[config.mk]
export PLATFORM = sky130hd
export DESIGN_NAME = if_stage_pipe_register
export DESIGN_NICKNAME = d
export VERILOG_FILES = /design/src/rtl/if_stage_pipe_register.sv
export SDC_FILE = /design/constraint.sdc
export NUM_CORES = 1
export LEC_CHECK = 0
export ABC_AREA = 1
export BUFFER_PORTS_ARGS = -buffer_cell sky130_fd_sc_hd__buf_2
export CAP_MARGIN = 25
export CORE_ASPECT_RATIO = 0.75
export CORE_UTILIZATION = 55
export CTS_CLUSTER_DIAMETER = 200
export DETAILED_ROUTE_END_ITERATION = 8
export GPL_ROUTABILITY_DRIVEN = 0
export GPL_TIMING_DRIVEN = 0
export MAX_ROUTING_LAYER = met4
export PLACE_DENSITY = 0.83
export SLEW_MARGIN = 10
export SYNTH_ARGS = -nofsm -noshare
export SYNTH_HDL_FRONTEND = slang
export SYNTH_SLANG_ARGS = --single-unit
export TNS_END_PERCENT = 1
[constraint.sdc]
create_clock -name clk -period 3.3 [get_ports clk]
set_clock_uncertainty 0.2 [all_clocks]
set_input_delay 0.33 -clock clk [delete_from_list [all_inputs] [get_ports clk]]
set_output_delay 0.33 -clock clk [all_outputs]
set_load 0.05 [all_outputs]
[src/rtl/if_stage_pipe_register.sv]
// IF/ID pipeline register with valid/ready handshake, a 2-entry skid buffer,
// flush-to-NOP bubble injection and a saturating squash counter.
module if_stage_pipe_register #(
  parameter int unsigned PC_WIDTH   = 32,
  parameter int unsigned DATA_WIDTH = 32,
  parameter logic [31:0] NOP_WORD   = 32'hE1A00000,
  parameter int unsigned CNT_WIDTH  = 8
) (
  input  logic                  clk,
  input  logic                  rst,
  input  logic                  flush,
  input  logic                  freeze,
  input  logic                  in_valid,
  output logic                  in_ready,
  input  logic [PC_WIDTH-1:0]   pc_in,
  input  logic [DATA_WIDTH-1:0] instruction_in,
  output logic                  out_valid,
  input  logic                  out_ready,
  output logic [PC_WIDTH-1:0]   pc,
  output logic [DATA_WIDTH-1:0] instruction,
  output logic [1:0]            occupancy,
  output logic [CNT_WIDTH-1:0]  squash_count
);

  localparam logic [DATA_WIDTH-1:0] NOP_DATA = DATA_WIDTH'(NOP_WORD);
  localparam logic [CNT_WIDTH-1:0]  CNT_MAX  = '1;

  logic                  main_valid_q, main_valid_d;
  logic [PC_WIDTH-1:0]   main_pc_q, main_pc_d;
  logic [DATA_WIDTH-1:0] main_instr_q, main_instr_d;
  logic                  skid_valid_q, skid_valid_d;
  logic [PC_WIDTH-1:0]   skid_pc_q, skid_pc_d;
  logic [DATA_WIDTH-1:0] skid_instr_q, skid_instr_d;
  logic [CNT_WIDTH-1:0]  squash_count_q, squash_count_d;

  logic                  accept;
  logic                  consume;
  logic [CNT_WIDTH:0]    squash_sum;

  assign in_ready = !skid_valid_q;
  assign accept   = in_valid && in_ready && !flush;
  assign consume  = main_valid_q && out_ready && !freeze && !flush;

  // The extra top bit of the sum catches overflow so the counter can saturate.
  assign squash_sum = {1'b0, squash_count_q}
                    + {{CNT_WIDTH{1'b0}}, main_valid_q}
                    + {{CNT_WIDTH{1'b0}}, skid_valid_q};

  always_comb begin
    main_valid_d   = main_valid_q;
    main_pc_d      = main_pc_q;
    main_instr_d   = main_instr_q;
    skid_valid_d   = skid_valid_q;
    skid_pc_d      = skid_pc_q;
    skid_instr_d   = skid_instr_q;
    squash_count_d = squash_count_q;

    if (flush) begin
      main_valid_d   = 1'b0;
      skid_valid_d   = 1'b0;
      main_pc_d      = '0;
      main_instr_d   = NOP_DATA;
      squash_count_d = squash_sum[CNT_WIDTH] ? CNT_MAX : squash_sum[CNT_WIDTH-1:0];
    end else if (consume) begin
      if (skid_valid_q) begin
        main_pc_d    = skid_pc_q;
        main_instr_d = skid_instr_q;
        skid_valid_d = 1'b0;
      end else if (accept) begin
        main_pc_d    = pc_in;
        main_instr_d = instruction_in;
      end else begin
        // Drained: the last pc/instruction stay visible behind out_valid=0.
        main_valid_d = 1'b0;
      end
    end else if (accept) begin
      if (!main_valid_q) begin
        main_valid_d = 1'b1;
        main_pc_d    = pc_in;
        main_instr_d = instruction_in;
      end else begin
        skid_valid_d = 1'b1;
        skid_pc_d    = pc_in;
        skid_instr_d = instruction_in;
      end
    end
  end

  always_ff @(posedge clk) begin
    if (!rst) begin
      main_valid_q   <= 1'b0;
      main_pc_q      <= '0;
      main_instr_q   <= NOP_DATA;
      skid_valid_q   <= 1'b0;
      skid_pc_q      <= '0;
      skid_instr_q   <= '0;
      squash_count_q <= '0;
    end else begin
      main_valid_q   <= main_valid_d;
      main_pc_q      <= main_pc_d;
      main_instr_q   <= main_instr_d;
      skid_valid_q   <= skid_valid_d;
      skid_pc_q      <= skid_pc_d;
      skid_instr_q   <= skid_instr_d;
      squash_count_q <= squash_count_d;
    end
  end

  assign out_valid    = main_valid_q;
  assign pc           = main_pc_q;
  assign instruction  = main_instr_q;
  assign occupancy    = {1'b0, main_valid_q} + {1'b0, skid_valid_q};
  assign squash_count = squash_count_q;

endmodule

==> results of run 1 <==
## area by class of cell
cell class | instances | area (um^2)
Buffer | 69 | 329
Clock buffer | 20 | 447
Clock inverter | 12 | 196
Fill cell | 1087 | 3590
Inverter | 77 | 289
Multi-Input combinational cell | 890 | 3540
Sequential cell | 138 | 2760
Tap cell | 166 | 208
Timing Repair Buffer | 162 | 901
## logic make-up after synthesis
family                     synth area share [%]
xor gates and xnor gates                  0.253
and+or+nand+nor                            44.4
DFF                                        39.9
AOI/OAI and AO/OA                          5.66
buffers and inverters                      8.93
adders and majority gates                 0.832
## critical path: cells and delay by family (launching register included)
family | cells | cell delay (ps)
buffers and inverters | 3 | 680
flip-flops | 1 | 560
AND/OR/NAND/NOR | 7 | 770
adder cells (fa/ha/maj) | 1 | 290
## through the flow
| stage | util, % | power (uW) |
|---|---|---|
| after detailed placement | 64.0 | 2100 |
| after global routing | 70.7 | 4310 |
| after global placement | 64.0 | 2090 |
| after floorplan | - | 1980 |
| after CTS | 70.7 | 4180 |
| final | 70.7 | 4180 |
## path summary, 6_finish.rpt
kind / startpoint / to / slack, ps / cells after the start
max: out_valid / pc[8] / 680 / 11
min: pc_in[12] / skid_pc_q[12] / -1 / 3
max reg2reg: out_valid / pc[8] / 680 / 11
min reg2reg: instruction[21] / instruction[21] / 270 / 2
## state kept, by name, indices dropped and copies added, names as in the netlist
signal and cells:
out_valid 1, squash_count 8, skid_pc_q 32, skid_valid_q 1, pc 32, skid_instr_q 32, instruction 32
## report_power, final
group          switching (uW)  total [uW]  leakage [uW]  internal [uW]
Sequential               14.5        1710       0.00111           1690
Combinational             245         379       0.00327            135
Clock                     733        2090      0.000306           1360
Total                     992        4180       0.00469           3180
## cells in the mapped netlist (all sizes together) (2+ instances only)
library cell | number | area share [%]
nand2 | 537 | 29
dfxtp | 138 | 40
ha | 3 | 0.54
nor3 | 2 | 0.31
buf | 46 | 3.4
a21oi | 7 | 0.51
nand3 | 14 | 1.0
clkbuf | 23 | 1.4
o21ai | 66 | 4.8
nor2 | 253 | 14
a31oi | 2 | 0.18
inv | 77 | 4.2
## routing by layer
layer	vias up	share of wire, %	wire length, um	GRT usage [%]
met1	3204	48	8970	40.5
li1	3870	-	-	-
met3	25	6.3	1180	5.10
met5	-	0	0	-
met2	267	45	8500	48.1
met4	0	1.2	236	10.1
## placed cells by master, fill, tap and decap left out, drive strengths merged
cell type      n
dfxtp        138
fa             1
xor2           1
buf          190
inv           77
nand2        537
xnor2          1
clkinvlp       3
o21ai         66
clkinv         4
nand3         14
clkbuf        43
ha             3
nand4          1
bufinv         5
nor2         253
a21oi          7
nor3           2
o22ai          1
o21bai         1
a31oi          2
dlygate4sd3   18
## repair_timing
action	in CTS	in global routing
hold buffers	18	0
endpoints found under the hold margin	18	0
buffers inserted	0	0
==> reports/results.ini, run 1 <==
[critical_path]
cp_max_fo = 10
worst_path_max_delay_cell = dfxtp_1
critPathMaxStageDelay_ps = 560
path_cells = nand2_1 -> nor2_1 -> nand2_1 -> clkbuf_1 -> ha_1 -> nor2_1 -> nand2_2 -> buf_4 -> buf_2 -> nor2_1 -> nor2_1
cp.required_ps = 3410
arrival_ps = 2730
critPathMostFrequentCell = nor2_1
worstSetupStartpointType = flip-flop
end_kind = flip-flop
worstSetupPathType = flip-flop to flip-flop

[sta]
hold_viol = 3
setup_viol = 0
setup_slack_ps = 681
min_period_ps = 2620
fmax_mhz = 382
slew_violations = 0
tightest_slew_ps = 585
finalSetupTns_ps = 0
fin_hold_ws_ps = -0.955
period_share_pct = 79.4
rsz0062_at_grt = no
relSlewSlack_pct = 61.0

[finish]
syn2layout_area_growth_pct = 25.3
final_area_um2 = 8670
antennaDiodeCount = 0
instances_no_fill = 1534
drive_above_1_share_pct = 16.7
finalNetCount = 1429

[pwr]
p_leak_uw = 0.00469
ir_drop_mv = 0.364
powerDensity_nw_per_um2 = 482

[grt]
grt_max_degree = 17
grt_pass1_vias = 6422
antenna_found_initial = 0
track_usage_pct = 30.7
globalRouteOverflowTotal = 0
grt_pass1_wl_mm = 31.2

[die]
io_pins = 146
dieArea_um2 = 13000
dieHeight_um = 99.1
die_w_um = 132
rows = 35
start_util_pct = 56.4
design.core.area_um2 = 12300

[place]
port_buffers = 144
pre_cts_slack_ps = 754
placedCellCount = 1484
hpwl_mm = 12.5
place_area_um2 = 7850

[yosys]
synth_cell_type_count = 26
ys_warn_count = 0
synth_edf_count = 0
ys_seq_area_share_pct = 39.9
synth_async_sr_flop_share_pct = 0
synth_area_um2 = 6920
synth_fp_nets = 1248
synth_flop_cell = dfxtp_1
ys_ff_latch = 138
avgSynthCellArea_um2 = 5.89
synth_cells = 1174

[route]
antenna_left = 0
drt_wl_total_mm = 18.9
wl_per_cell_um = 12.3
via_per_inst = 4.80
drc = 0
drtPass1Iterations = 6
drt-initial-drc-count = 469
dr_total_vias = 7366

[clock_network]
clock_path_buffers = 2
clock_sinks = 138
clkLatencyLatePin_ps = 420
cts_root_buffer = clkbuf_16
htree_levels = 4
cts_tree = built
post_cts_resized = 0
clk_pin_slew_ps = 60
numCtsBuffers = 17

[status]
status = finished, violations left
failed_checks = negative hold slack

[job]
cap_violations = 0

[worst_hold_path]
hp-class = primary input to flip-flop

No activity file was read; power rests on OpenSTA's default activity.
==> run 2, diff against run 1 <==
CORE_UTILIZATION = 50   (was 55)
PLACE_DENSITY = 0.8   (was 0.83)
clock period = 2.16 ns   (was 3.3 ns; I/O delays follow)
==> run 2 against run 1 <==
Net effect:
- the run now ends clean
- non-clock buffer count up 51
- sequential cell count unchanged
- worst setup slack worse by 670 ps
- critical path depth down 6
- via count up 4.3%
- count of clock-buffer cells in the layout up 1
- combinational power up 76%
- worst hold slack better by 59 ps
- highest routed layer unchanged
==> reports/results.ini, run 2 (synthesis results as in run 1) <==
[clock_network]
clock_path_buffers = 2  ; unchanged
clock_sinks = 138  ; unchanged
numCtsBuffers = 17  ; unchanged
cts_root_buffer = clkbuf_16
clk_pin_slew_ps = 60  ; about the same
htree_levels = 4  ; unchanged
clkLatencyLatePin_ps = 410  ; about the same
cts_tree = built

[grt]
grt_pass1_vias = 6919  ; +7.7%
track_usage_pct = 29.4  ; -1.4 points
grt_pass1_wl_mm = 32.6  ; +4.4%
globalRouteOverflowTotal = 0  ; unchanged
grt_max_degree = 17  ; unchanged
antenna_found_initial = 0  ; unchanged

[critical_path]
critPathLaunch = out_valid
crit-reg2reg-launch = out_valid
worstSetupStartpointType = flip-flop
path_cells = buf_4 -> fa_1 -> nand2_1 -> dlygate4sd3_1 -> a31oi_1
worstSetupPathType = flip-flop to flip-flop
arrival_ps = 2280  ; -450 ps
critPathMaxStageDelay_ps = 570  ; about the same
end_kind = flip-flop
cp_max_fo = 9  ; -1
worst_path_max_delay_cell = dlygate4sd3_1
cp.required_ps = 2290  ; -1120 ps

[route]
drt_wl_total_mm = 20.0  ; +6.0%
drc = 0  ; unchanged
antenna_left = 0  ; unchanged
drt-initial-drc-count = 610  ; +30%
drtPass1Iterations = 5  ; -1
via_per_inst = 4.84  ; +0.71%
dr_total_vias = 7684  ; +4.3%
wl_per_cell_um = 12.6  ; +2.3%

[sta]
hold_viol = 0  ; -3
fmax_mhz = 465  ; +22%
setup_slack_ps = 10.9  ; -670 ps
period_share_pct = 99.5  ; +20 points
setup_viol = 0  ; unchanged
rsz0062_at_grt = yes
fin_hold_ws_ps = 58.4  ; +59.4 ps
min_period_ps = 2150  ; -470 ps
tightest_slew_ps = 571  ; -14.2 ps
slew_violations = 0  ; unchanged
relSlewSlack_pct = 61.9  ; +0.94 points

[die]
rows = 36  ; +2.9%
dieHeight_um = 104  ; +4.8%
io_pins = 146  ; unchanged
start_util_pct = 52.3  ; -4.2 points
die_w_um = 138  ; +4.8%
dieArea_um2 = 14300  ; +9.8%
design.core.area_um2 = 13200  ; +8.0%

[pwr]
ir_drop_mv = 0.636  ; +75%
powerDensity_nw_per_um2 = 672  ; +40%
p_leak_uw = 0.00492  ; +5.0%

[job]
cap_violations = 0  ; unchanged

[finish]
antennaDiodeCount = 0  ; unchanged
layout_commonest_cell = nand2_1
drive_above_1_share_pct = 17.8  ; +1.0 points
fin_util_pct = 69.6  ; -1.1 points
syn2layout_area_growth_pct = 33.2
finalNetCount = 1480  ; +3.6%
final_cell_mix = 535 x nand2_1, 239 x nor2_1, 179 x buf_2
final_area_um2 = 9220  ; +6.3%
instances_no_fill = 1589  ; +3.6%

[worst_hold_path]
hp-class = primary input to flip-flop
hold_start = flush

[status]
status = finished, final reports clean

[place]
pre_cts_slack_ps = -268  ; -1020 ps
port_buffers = 144  ; unchanged
place_area_um2 = 7860  ; +0.13%
placedCellCount = 1489  ; +0.34%
hpwl_mm = 12.9  ; +3.5%

## run 2: cell count changes in the layout (fill, tap and decap cells not counted), sizes merged
cell	delta
clkbuf	+2
clkinvlp	-2
bufinv	-3
clkinv	+1
dlygate4sd3	+50
inv	+2
## run 2: layer usage
metal | GRT usage [%] | part of all wire, % | vias up
met4 | 8.46 | 1.4 | 0
met3 | 5.46 | 6.6 | 32
met2 | 45.0 | 45 | 262
met5 | - | 0 | -
li1 | - | - | 3976
met1 | 39.2 | 47 | 3414
## run 2: final cells by class
type                            count  area, um^2
Buffer                             69         368
Clock buffer                       21         480
Clock inverter                     10         115
Fill cell                        1156        4020
Inverter                           77         289
Multi-Input combinational cell    890        3580
Sequential cell                   138        2770
Tap cell                          171         214
Timing Repair Buffer              213        1410
## run 2: critical path: cells and delay by family (launching register included)
family                   cells  cell delay, ps
buffers and inverters        2             740
flip-flops                   1             350
AO/OA/AOI/OAI                1             200
AND/OR/NAND/NOR              1              50
adder cells (fa/ha/maj)      1             530
## run 2: metrics by stage
stage | setup TNS [ps] | power, uW
detailed placement | -14070 | 3200
finish | 0 | 6200
global placement | -10940 | 3190
CTS | 0 | 6200
floorplan | 0 | 3020
global route | -80.4 | 6430
## run 2: worst paths after layout
kind / to / slack, ps / cells after the start
max: squash_count[0] / 10 / 5
min: squash_count[5] / 60 / 3
max reg2reg: squash_count[0] / 10 / 5
min reg2reg: instruction[24] / 270 / 2
## run 2: what timing repair did
action                                  in CTS  in global routing
endpoints found under the hold margin      127                  0
pin swaps                                    0                  2
hold buffers                                68                  0
gates resized for setup                      7                 29
setup buffers                                1                  0
endpoints found under the setup margin      65                 62
## run 2: power by group
part	switching (uW)	internal [uW]	total, uW	leakage, uW
logic	398	271	668	0.00351
registers	20.4	2590	2610	0.00112
clock network	1100	1820	2920	0.000296
==> run 3, diff against run 2 <==
CORE_UTILIZATION = 55   (was 50)
PLACE_DENSITY = 0.83   (was 0.8)
clock period = 2.2 ns   (was 2.16 ns; I/O delays follow)
==> run 3 against run 2 <==
Net effect:
- sequential cell count did not move
- core utilization rose by 5.3 points
- sequential share of layout area rose by 0.13 points
- wire length fell by 2.1%
- first-iteration DRC count rose by 11%
- worst hold slack got worse by 41 ps
- global-route usage rose by 3.0 points
- via count rose by 1.0%
- design area fell by 0.42%
- critical path depth rose by 1
- critical endpoint is now squash_count[1]
- largest cell class unchanged
- largest power group unchanged
==> reports/results.ini, run 3 (synthesis results as in run 1) <==
[grt]
grt_pass1_vias = 6936  ; +0.25%
globalRouteOverflowTotal = 0  ; unchanged
grt_max_degree = 17  ; unchanged
grt_pass1_wl_mm = 33.0  ; +1.4%
track_usage_pct = 32.3  ; +3.0 points
antenna_found_initial = 0  ; unchanged

[worst_hold_path]
hold_depth = 5  ; +2
hp-class = primary input to flip-flop

[critical_path]
cp.required_ps = 2350  ; +60 ps
r2r_slack_ps = 20  ; about the same
arrival_ps = 2330  ; +50 ps
end_kind = flip-flop
worst_path_max_delay_cell = dlygate4sd3_1
r2r.worst_path.cells = 6  ; +1
path_cells = buf_4 -> fa_2 -> ha_1 -> nand2_1 -> dlygate4sd3_1 -> a31oi_1
worstSetupPathType = flip-flop to flip-flop
critPathMaxStageDelay_ps = 560  ; about the same
worstSetupStartpointType = flip-flop
cp_max_fo = 6  ; -3

[pwr]
powerDensity_nw_per_um2 = 665  ; -1.0%
power_uw = 6110  ; -1.5%
p_leak_uw = 0.00491  ; -0.23%
ir_drop_mv = 0.557  ; -12%

[route]
highest_layer = met4
via_per_inst = 4.89  ; +1.2%
wl_met3_mm = 1.18  ; -11%
wl_met1_mm = 9.16  ; -1.8%
wl_per_cell_um = 12.4  ; -1.9%
drt-initial-drc-count = 680  ; +11%
drtPass1Iterations = 5  ; unchanged
drt_wl_total_mm = 19.6  ; -2.1%
dr_total_vias = 7763  ; +1.0%
wl_met2_mm = 8.88  ; -2.3%
antenna_left = 0  ; unchanged
drc = 0  ; unchanged

[clock_network]
clock_sinks = 138  ; unchanged
clock_path_buffers = 2  ; unchanged
cts_root_buffer = clkbuf_16
htree_levels = 4  ; unchanged
clk_pin_slew_ps = 60  ; about the same
cts_tree = built
clkLatencyLatePin_ps = 420  ; about the same
numCtsBuffers = 17  ; unchanged

[sta]
slew_violations = 0  ; unchanged
period_share_pct = 99.1  ; -0.43 points
relSlewSlack_pct = 59.4  ; -2.5 points
hold_viol = 0  ; unchanged
setup_viol = 0  ; unchanged
tightest_slew_ps = 608  ; +37.0 ps
rsz0062_at_grt = yes
fmax_mhz = 459  ; -1.4%
min_period_ps = 2180  ; +30.4 ps

[finish]
drive_above_1_share_pct = 17.0  ; -0.73 points
finalNetCount = 1481  ; +0.068%
instances_no_fill = 1586  ; -0.19%
layout_commonest_cell = nand2_1
antennaDiodeCount = 0  ; unchanged
syn2layout_area_growth_pct = 32.7
fillers = 1014  ; -12%
final_area_um2 = 9180  ; -0.42%
final_cell_mix = 535 x nand2_1, 250 x nor2_1, 182 x buf_2

[die]
io_pins = 146  ; unchanged
dieArea_um2 = 13000  ; -8.9%
dieHeight_um = 99.1  ; -4.6%
rows = 35  ; -2.8%
start_util_pct = 56.4  ; +4.2 points
design.core.area_um2 = 12300  ; -7.4%
die_w_um = 132  ; -4.6%

[place]
placedCellCount = 1484  ; -0.34%
place_area_um2 = 7850  ; -0.11%
port_buffers = 144  ; unchanged
hpwl_mm = 12.4  ; -3.8%

[job]
cap_violations = 0  ; unchanged

[status]
status = finished, final reports clean

## run 3: area by class of cell
type,count,area [um^2],share of cell area [%]
tap,166,208,2.26
inverter,77,289,3.15
clock inverter,14,158,1.72
buffer,69,354,3.86
timing repair buffer,214,1420,15.5
sequential,138,2770,30.1
multi-input combinational,890,3550,38.7
clock buffer,18,439,4.78
## run 3: metal layers
layer / vias up / GRT usage [%]
met1: 3441 / 42.0
met4: 0 / 11.2
met5: - / -
met3: 48 / 4.74
li1: 3973 / -
met2: 301 / 51.9
## run 3: worst paths after layout
path	startpoint	to
min	in_valid	skid_valid_q
max	out_valid	squash_count[1]
min reg2reg	instruction[29]	instruction[29]
max reg2reg	out_valid	squash_count[1]
## run 3: what timing repair did
action,4_1_cts,5_1_grt
pin swaps,0,2
endpoints found under the hold margin,130,0
hold buffers,68,0
gates resized for setup,7,12
cloned,0,0
setup buffers,0,2
endpoints found under the setup margin,64,62
## run 3: where the power goes
group / leakage [uW] / internal [uW] / switching (uW) / total (uW)
clock network: 0.000285 / 1720 / 1170 / 2900
logic: 0.00351 / 263 / 386 / 649
registers: 0.00112 / 2540 / 20.7 / 2560
total: 0.00491 / 4520 / 1580 / 6110
## run 3: per-stage QoR
stage / hold slack, ps / util [%] / TNS (ps) / setup slack [ps]
after floorplan: 168 / - / 0 / 4.26
after global placement: 257 / 64.0 / -10080 / -209
after detailed placement: 254 / 64.0 / -11320 / -228
after CTS: 3.54 / 74.6 / 0 / 9.05
after global routing: 41.0 / 74.9 / -9.84 / -7.02
final: 17.2 / 74.9 / 0 / 20.5
## run 3: critical path, delay by kind of cell, from the launching register on
family	cells	cell delay, ps
AOI/OAI and AO/OA	1	170
adders and majority gates	2	620
buffers and inverters	2	710
DFF	1	350
and+or+nand+nor	1	50
